$ cat src/rtl/alarm_controller_if.sv
// Signal bundle between the alarm controller and the watch datapath:
// button pulses, mode switches, live watch time and the alarm status outputs.
interface alarm_controller_if;
  logic       i_up;
  logic       i_down;
  logic       i_right;
  logic       i_left;
  logic       i_alarm_en;
  logic       i_alarm_set;
  logic [4:0] i_hour;
  logic [5:0] i_min;
  logic [5:0] i_sec;
  logic [4:0] o_alarm_hour;
  logic [5:0] o_alarm_min;
  logic       o_ringing;
  logic       o_buzzer;
  logic [3:0] LED;

  // Drives buttons, switches and watch time; observes the alarm status.
  modport master (
    output i_up, i_down, i_right, i_left, i_alarm_en, i_alarm_set,
    output i_hour, i_min, i_sec,
    input  o_alarm_hour, o_alarm_min, o_ringing, o_buzzer, LED
  );

  // The alarm controller itself.
  modport slave (
    input  i_up, i_down, i_right, i_left, i_alarm_en, i_alarm_set,
    input  i_hour, i_min, i_sec,
    output o_alarm_hour, o_alarm_min, o_ringing, o_buzzer, LED
  );
endinterface

$ cat src/rtl/alarm_controller.sv
// Alarm scheduler: stores an editable alarm time, rings on the rising edge of
// a time match, and sequences snooze, dismiss and auto-dismiss.
module alarm_controller #(
  parameter int TICK_DIV   = 100_000_000,
  parameter int BEEP_DIV   = 50_000,
  parameter int RING_SEC   = 60,
  parameter int SNOOZE_SEC = 300,
  parameter int RST_HOUR   = 7,
  parameter int RST_MIN    = 0
) (
  input logic               clk,
  input logic               reset,
  alarm_controller_if.slave bus
);

  typedef enum logic [2:0] {
    IDLE    = 3'd0,
    ARMED   = 3'd1,
    RINGING = 3'd2,
    SNOOZE  = 3'd3,
    EDIT    = 3'd4
  } state_t;

  typedef enum logic {
    FIELD_MIN  = 1'b0,
    FIELD_HOUR = 1'b1
  } field_t;

  localparam int TICK_W  = (TICK_DIV > 1) ? $clog2(TICK_DIV) : 1;
  localparam int BEEP_W  = (BEEP_DIV > 1) ? $clog2(BEEP_DIV) : 1;
  localparam int SEC_MAX = (RING_SEC > SNOOZE_SEC) ? RING_SEC : SNOOZE_SEC;
  localparam int SEC_W   = $clog2(SEC_MAX + 1);

  localparam logic [TICK_W-1:0] TICK_LAST   = TICK_W'(TICK_DIV - 1);
  localparam logic [BEEP_W-1:0] BEEP_LAST   = BEEP_W'(BEEP_DIV - 1);
  localparam logic [SEC_W-1:0]  RING_LAST   = SEC_W'(RING_SEC - 1);
  localparam logic [SEC_W-1:0]  SNOOZE_LAST = SEC_W'(SNOOZE_SEC - 1);

  state_t            state;
  state_t            state_next;
  field_t            field;
  logic [4:0]        alarm_hour;
  logic [5:0]        alarm_min;
  logic              match;
  logic              match_d;
  logic              trigger;
  logic [TICK_W-1:0] tick_cnt;
  logic              tick;
  logic [SEC_W-1:0]  sec_cnt;
  logic              ring_done;
  logic              snooze_done;
  logic              timer_restart;
  logic [BEEP_W-1:0] beep_cnt;
  logic              buzzer;
  logic [3:0]        led;

  // Match detection: ring only on the first cycle of a match window.
  assign match   = (bus.i_hour == alarm_hour) && (bus.i_min == alarm_min) &&
                   (bus.i_sec == 6'd0);
  assign trigger = match & ~match_d;

  always_ff @(posedge clk or negedge reset) begin
    if (!reset) match_d <= 1'b0;
    else        match_d <= match;
  end

  assign tick        = (tick_cnt == TICK_LAST);
  assign ring_done   = (state == RINGING) && tick && (sec_cnt == RING_LAST);
  assign snooze_done = (state == SNOOZE)  && tick && (sec_cnt == SNOOZE_LAST);

  // NOTE: state registers use non-blocking assignments so every flop samples
  // the pre-edge values of the others, independent of block ordering.
  always_ff @(posedge clk or negedge reset) begin
    if (!reset) state <= IDLE;
    else        state <= state_next;
  end

  // NOTE: state_next gets its default first, so no path leaves it unassigned
  // and no latch is inferred.
  always_comb begin
    state_next = state;
    if (bus.i_alarm_set) begin
      state_next = EDIT;
    end else if (state == EDIT) begin
      state_next = bus.i_alarm_en ? ARMED : IDLE;
    end else if (!bus.i_alarm_en && (state != IDLE)) begin
      state_next = IDLE;
    end else begin
      case (state)
        IDLE: begin
          if (bus.i_alarm_en) state_next = ARMED;
        end
        ARMED: begin
          if (trigger) state_next = RINGING;
        end
        RINGING: begin
          if (bus.i_right)     state_next = ARMED;
          else if (bus.i_left) state_next = SNOOZE;
          else if (ring_done)  state_next = ARMED;
        end
        SNOOZE: begin
          if (snooze_done)      state_next = RINGING;
          else if (bus.i_right) state_next = ARMED;
        end
        default: state_next = IDLE;
      endcase
    end
  end

  // Timeouts are measured from state entry, so both counters restart there.
  assign timer_restart = (state_next != state) &&
                         ((state_next == RINGING) || (state_next == SNOOZE));

  always_ff @(posedge clk or negedge reset) begin
    if (!reset) begin
      tick_cnt <= '0;
      sec_cnt  <= '0;
    end else if (timer_restart) begin
      tick_cnt <= '0;
      sec_cnt  <= '0;
    end else if (tick) begin
      tick_cnt <= '0;
      sec_cnt  <= sec_cnt + SEC_W'(1);
    end else begin
      tick_cnt <= tick_cnt + TICK_W'(1);
    end
  end

  // Buzzer is held low unless the controller stays in RINGING across the edge,
  // which also restarts the tone phase on every entry.
  always_ff @(posedge clk or negedge reset) begin
    if (!reset) begin
      beep_cnt <= '0;
      buzzer   <= 1'b0;
    end else if ((state != RINGING) || (state_next != RINGING)) begin
      beep_cnt <= '0;
      buzzer   <= 1'b0;
    end else if (beep_cnt == BEEP_LAST) begin
      beep_cnt <= '0;
      buzzer   <= ~buzzer;
    end else begin
      beep_cnt <= beep_cnt + BEEP_W'(1);
    end
  end

  // Alarm time editing: one action per cycle, up > down > right > left.
  always_ff @(posedge clk or negedge reset) begin
    if (!reset) begin
      alarm_hour <= 5'(RST_HOUR);
      alarm_min  <= 6'(RST_MIN);
      field      <= FIELD_MIN;
    end else if (state == EDIT) begin
      if (bus.i_up) begin
        if (field == FIELD_HOUR)
          alarm_hour <= (alarm_hour >= 5'd23) ? 5'd0 : alarm_hour + 5'd1;
        else
          alarm_min  <= (alarm_min >= 6'd59) ? 6'd0 : alarm_min + 6'd1;
      end else if (bus.i_down) begin
        if (field == FIELD_HOUR)
          alarm_hour <= (alarm_hour == 5'd0) ? 5'd23 : alarm_hour - 5'd1;
        else
          alarm_min  <= (alarm_min == 6'd0) ? 6'd59 : alarm_min - 6'd1;
      end else if (bus.i_right || bus.i_left) begin
        field <= (field == FIELD_HOUR) ? FIELD_MIN : FIELD_HOUR;
      end
    end
  end

  always_comb begin
    led = 4'b0000;
    case (state)
      ARMED:   led = 4'b0001;
      RINGING: led = 4'b0010;
      SNOOZE:  led = 4'b0100;
      EDIT:    led = {3'b100, field == FIELD_HOUR};
      default: led = 4'b0000;
    endcase
  end

  assign bus.o_alarm_hour = alarm_hour;
  assign bus.o_alarm_min  = alarm_min;
  assign bus.o_ringing    = (state == RINGING);
  assign bus.o_buzzer     = buzzer;
  assign bus.LED          = led;

endmodule

$ cat src/flat_wrapper.sv
// flat-port wrapper written by rule: the top's interface ports become plain ports
module alarm_controller_flat 
#(
  parameter int TICK_DIV   = 100_000_000,
  parameter int BEEP_DIV   = 50_000,
  parameter int RING_SEC   = 60,
  parameter int SNOOZE_SEC = 300,
  parameter int RST_HOUR   = 7,
  parameter int RST_MIN    = 0
)
  (clk, reset, bus_i_up, bus_i_down, bus_i_right, bus_i_left, bus_i_alarm_en, bus_i_alarm_set, bus_i_hour, bus_i_min, bus_i_sec, bus_o_alarm_hour, bus_o_alarm_min, bus_o_ringing, bus_o_buzzer, bus_LED);
  alarm_controller_if bus_i ();
  input logic clk;
  input logic reset;
  input wire logic [$bits(bus_i.i_up)-1:0] bus_i_up;
  input wire logic [$bits(bus_i.i_down)-1:0] bus_i_down;
  input wire logic [$bits(bus_i.i_right)-1:0] bus_i_right;
  input wire logic [$bits(bus_i.i_left)-1:0] bus_i_left;
  input wire logic [$bits(bus_i.i_alarm_en)-1:0] bus_i_alarm_en;
  input wire logic [$bits(bus_i.i_alarm_set)-1:0] bus_i_alarm_set;
  input wire logic [$bits(bus_i.i_hour)-1:0] bus_i_hour;
  input wire logic [$bits(bus_i.i_min)-1:0] bus_i_min;
  input wire logic [$bits(bus_i.i_sec)-1:0] bus_i_sec;
  output wire logic [$bits(bus_i.o_alarm_hour)-1:0] bus_o_alarm_hour;
  output wire logic [$bits(bus_i.o_alarm_min)-1:0] bus_o_alarm_min;
  output wire logic [$bits(bus_i.o_ringing)-1:0] bus_o_ringing;
  output wire logic [$bits(bus_i.o_buzzer)-1:0] bus_o_buzzer;
  output wire logic [$bits(bus_i.LED)-1:0] bus_LED;
  assign bus_i.i_up = bus_i_up;
  assign bus_i.i_down = bus_i_down;
  assign bus_i.i_right = bus_i_right;
  assign bus_i.i_left = bus_i_left;
  assign bus_i.i_alarm_en = bus_i_alarm_en;
  assign bus_i.i_alarm_set = bus_i_alarm_set;
  assign bus_i.i_hour = bus_i_hour;
  assign bus_i.i_min = bus_i_min;
  assign bus_i.i_sec = bus_i_sec;
  assign bus_o_alarm_hour = bus_i.o_alarm_hour;
  assign bus_o_alarm_min = bus_i.o_alarm_min;
  assign bus_o_ringing = bus_i.o_ringing;
  assign bus_o_buzzer = bus_i.o_buzzer;
  assign bus_LED = bus_i.LED;
  alarm_controller #(.TICK_DIV(TICK_DIV), .BEEP_DIV(BEEP_DIV), .RING_SEC(RING_SEC), .SNOOZE_SEC(SNOOZE_SEC), .RST_HOUR(RST_HOUR), .RST_MIN(RST_MIN)) u_core (.clk(clk), .reset(reset), .bus(bus_i));
endmodule
$ cat config.mk
export PLATFORM = sky130hd
export DESIGN_NAME = alarm_controller_flat
export DESIGN_NICKNAME = d
export VERILOG_FILES = /design/src/rtl/alarm_controller_if.sv /design/src/rtl/alarm_controller.sv /design/src/flat_wrapper.sv
export SDC_FILE = /design/constraint.sdc
export NUM_CORES = 1
export LEC_CHECK = 0
export ABC_AREA = 1
export CORE_MARGIN = 3
export CORE_UTILIZATION = 50
export DETAILED_ROUTE_END_ITERATION = 16
export PLACE_DENSITY = 0.71
export SLEW_MARGIN = 10
export SYNTH_ARGS = -nofsm -noshare
export SYNTH_HDL_FRONTEND = slang
export SYNTH_SLANG_ARGS = --single-unit
$ cat constraint.sdc
create_clock -name clk -period 2.5 [get_ports clk]
set_input_delay 0.25 -clock clk [delete_from_list [all_inputs] [get_ports clk]]
set_output_delay 0.25 -clock clk [all_outputs]
set_load 0.01 [all_outputs]
==> flow_summary.toml <==
[power]
irDropWorstVdd_v = 0.000528
power.static_leakage_nw = 2.33
cellPowerDensity_mw_per_mm2 = 804

[sta]
report.final.slew_viol_count = 0
maximum_clock_rate_mhz = 440
finalSetupViolations = 0
rsz_0062_raised_after_global_routing = "no"
finalHoldViolCount = 0
post-route-min-period_ns = 2.27
fin_skew_ns = 0.0130
maxSlewHeadroom_pct = 49.6
tcrit_tclk_final_pct = 90.9
tightestPinTransition_ns = 0.756

[layout]
final_cells = 764
multiInputGateArea_mm2 = 0.00242
layout-area-overhead-vs-synth_pct = 20.1
share_of_layout_cells_above_drive_strength_1_pct = 11.5
final-seq-area_mm2 = 0.00173
fin_nets = 687
design_area_mm2 = 0.00536
n_antenna_cell = 0
layout.filler_cells = 761

[logic_synthesis]
register_area_share_after_synthesis_pct = 38.7
synth.area.top_cells = "sky130_fd_sc_hd__dfrtp_1 37%, sky130_fd_sc_hd__nand2_1 9.7%, sky130_fd_sc_hd__nor2_1 6.4%"
syn-num-nets = 631
post_synth_inst_count = 598
area_of_the_mapped_netlist_mm2 = 0.00447
synth.largest_area_cell = "sky130_fd_sc_hd__dfrtp_1"
synth-edff-count = 0
post_synth.cell_area_avg_um2 = 7.47
synthDominantCellAreaShare_pct = 37.0
synth-warning-count = 0
postSynth.asyncResetShare_pct = 100
postSynth.topFlopCell = "sky130_fd_sc_hd__dfrtp_1"
synth.distinct_cells = 40
synth.ff_latch_count = 69

[setup_path]
worstSetupPathDepth = 14
cp-start-kind = "flop"
crit_chain = "ha_1 -> nand2_1 -> nor2_2 -> nand2_2 -> inv_2 -> nand2_1 -> nor2_4 -> a21oi_1 -> o21ai_2 -> nor2_2 -> nor2_4 -> buf_12 -> clkbuf_16 -> a21oi_1"
timing.critical_path.slowest_cell_delay_ns = 0.40
critPathSlowestCell = "sky130_fd_sc_hd__dfrtp_1"
critPathKind = "flop to flop"
critical_path_peak_fanout = 18
rr_startpoint = "u_core.tick_cnt[0]"
required_ns = 2.74
crit_arrival_ns = 2.51
ff2ff_path_depth = 14
path_buf_inv = 3
startpoint = "u_core.tick_cnt[0]"
crit_family = "simple AND/OR/NAND/NOR gates"
type_of_destination_of_the_critical_path = "flop"

[drt]
post-route-drc-count = 0
number_of_routed_nets_with_antenna_violations = 0
vias_per_cell = 5.50
dr.first_iter.drc_count = 260
drt_pass1_iterations = 5
num_vias = 4202
wirelength_um = 10900
drt-wirelength-per-cell_um = 14.3

[clock_network]
cts.path.max_buffers = 2
clock_tree_from_tritoncts = "done"
clk_root_buf = "sky130_fd_sc_hd__clkbuf_8"
cts_sinks = 69
path_clk_slew_ns = 0.09
cts_made_buffers = 9
clk-insertion-delay-late_ns = 0.35
htree_levels = 3

[global_route]
grt_max_degree = 39
groute.usage.overall_pct = 21.7
wire_length_of_the_first_global_routing_pass_um = 17900
first_global_vias = 3912
grt_overflow_total = 0
antenna_violations_before_repair = 0

[die]
starting_density_of_the_core_pct = 53.0
floorplan.die_area_mm2 = 0.0101
design.portCount = 42
dieWidth_um = 101
core_region_area_mm2 = 0.00842
chipHeight_um = 101
row_count = 33

[placement]
dpl.hpwl_um = 7680
postPlaceCellArea_mm2 = 0.00497
gp_congestion = 0.903
port_buffers = 41
place.detailed.instances = 738

[flow_run]
max-cap-violations = 0

[run_status]
outcome = "complete, no violations"

[hold_path]
worst_hold_path_type = "primary input to asynchronous set/reset pin"
[cell usage after synthesis, types with 11 or more instances]
| cell type | number |
|---|---|
| sky130_fd_sc_hd__nand4_1 | 19 |
| sky130_fd_sc_hd__xnor2_1 | 11 |
| sky130_fd_sc_hd__nand3_1 | 39 |
| sky130_fd_sc_hd__nor3_1 | 25 |
| sky130_fd_sc_hd__nor2_1 | 76 |
| sky130_fd_sc_hd__xor2_1 | 22 |
| sky130_fd_sc_hd__nand2_1 | 115 |
| sky130_fd_sc_hd__inv_1 | 74 |
| sky130_fd_sc_hd__a21oi_2 | 11 |
| sky130_fd_sc_hd__a21oi_1 | 35 |
| sky130_fd_sc_hd__o21ai_0 | 28 |
| sky130_fd_sc_hd__dfrtp_1 | 66 |
[cell families (layout without fill, tap and decap cells)]
group / Yosys count / in the layout / share of synthesized area, %
AO/OA/AOI/OAI: 88 / 88 / 11.8
XOR/XNOR: 33 / 33 / 6.47
AND/OR/NAND/NOR: 310 / 312 / 32.0
flip-flops: 69 / 69 / 38.7
buffers and inverters: 89 / 148 / 8.57
adder cells (fa/ha/maj): 8 / 8 / 2.24
multiplexers: 1 / 1 / 0.224
[report_power, final]
part / switching, mW / internal [mW] / total, mW
combinational: 0.902 / 0.669 / 1.57
clock: 0.471 / 0.576 / 1.05
sequential: 0.319 / 1.38 / 1.70
total: 1.69 / 2.62 / 4.31
[per-layer routing]
layer	wire length (um)	global-route usage, %	vias to the layer above
met5	0	0	-
met4	143	6.94	0
met3	431	3.18	13
met2	5110	34.3	90
met1	5240	30.7	2012
li1	-	-	2087
[worst register-to-register path: stages, from the launching register on]
cell and delay, ns:
sky130_fd_sc_hd__dfrtp_1 0.40, sky130_fd_sc_hd__ha_1 0.20, sky130_fd_sc_hd__nand2_1 0.07, sky130_fd_sc_hd__nor2_2 0.16, sky130_fd_sc_hd__nand2_2 0.13, sky130_fd_sc_hd__inv_2 0.10
sky130_fd_sc_hd__nand2_1 0.10, sky130_fd_sc_hd__nor2_4 0.14, sky130_fd_sc_hd__a21oi_1 0.11, sky130_fd_sc_hd__o21ai_2 0.07, sky130_fd_sc_hd__nor2_2 0.06, sky130_fd_sc_hd__nor2_4 0.19
sky130_fd_sc_hd__buf_12 0.14, sky130_fd_sc_hd__clkbuf_16 0.20, sky130_fd_sc_hd__a21oi_1 0.09
[sequential cells by signal, summed over array words and instances, names as in the netlist]
name and flops:
u_core.bus.o_buzzer 1, u_core.field 1, u_core.bus.o_alarm_min 6, u_core.beep_cnt 16, u_core.tick_cnt 27, u_core.state 3, u_core.match_d 1, u_core.bus.o_alarm_hour 5
u_core.sec_cnt 9
[area by class of cell]
| type | count | area share (%) |
|---|---|---|
| clock buffer | 9 | 2.31 |
| inverter | 77 | 5.39 |
| timing repair buffer | 55 | 10.6 |
| tap | 105 | 2.45 |
| sequential | 69 | 32.3 |
| multi-input combinational | 442 | 45.1 |
| clock inverter | 7 | 1.91 |
[layout by cell type, fill, tap and decap left out, types with 3 or more instances in the layout]
master	Yosys	final
sky130_fd_sc_hd__nand2_1	115	113
sky130_fd_sc_hd__nor2_1	76	75
sky130_fd_sc_hd__inv_1	74	74
sky130_fd_sc_hd__dfrtp_1	66	66
sky130_fd_sc_hd__clkdlybuf4s50_1	0	40
sky130_fd_sc_hd__nand3_1	39	38
sky130_fd_sc_hd__a21oi_1	35	34
sky130_fd_sc_hd__o21ai_0	28	28
sky130_fd_sc_hd__nor3_1	25	25
sky130_fd_sc_hd__xor2_1	22	22
sky130_fd_sc_hd__nand4_1	19	19
sky130_fd_sc_hd__a21oi_2	11	12
sky130_fd_sc_hd__xnor2_1	11	11
sky130_fd_sc_hd__clkbuf_8	0	9
sky130_fd_sc_hd__buf_4	0	9
sky130_fd_sc_hd__nor4_1	9	8
sky130_fd_sc_hd__ha_1	8	8
sky130_fd_sc_hd__or2_2	7	7
sky130_fd_sc_hd__nor2_2	4	5
sky130_fd_sc_hd__a22oi_1	4	4
sky130_fd_sc_hd__nand3b_1	4	4
sky130_fd_sc_hd__nand3_4	1	4
sky130_fd_sc_hd__inv_6	0	4
sky130_fd_sc_hd__nor3_2	3	3
sky130_fd_sc_hd__buf_12	0	3
sky130_fd_sc_hd__dfstp_2	3	3
[timing repair]
item / 4_1_cts / 5_1_grt
pin swaps: 1 / 4
hold endpoints to repair: 3 / 0
setup buffers: 0 / 6
resized for setup: 1 / 8
hold buffers: 1 / 0
cloned: 0 / 3
setup endpoints to repair: 3 / 51
[path summary, 6_finish.rpt]
kind | to | slack [ns]
max in group asynchronous | u_core.tick_cnt[16] | 1.60
min in group clk | u_core.state[2] | 0.43
min reg2reg | u_core.beep_cnt[0] | 0.47
min | u_core.bus.o_alarm_min[5] | 0.23
max reg2reg | u_core.tick_cnt[20] | 0.23
max | u_core.tick_cnt[20] | 0.23
[metrics by stage]
stage	power [mW]	TNS (ns)	worst slack [ns]	utilization (%)	hold slack, ns
after floorplan	2.71	0	0.544	-	-0.0456
after global placement	3.20	0	0.141	59.0	0.0681
after detailed placement	3.25	-0.00148	-0.00148	59.0	0.0703
after CTS	4.30	-0.0274	-0.0242	61.8	0.226
after global routing	4.65	0	0.0524	63.7	0.247
final	4.31	0	0.228	63.7	0.227
Note: power is estimated with default switching activity, not from simulation.
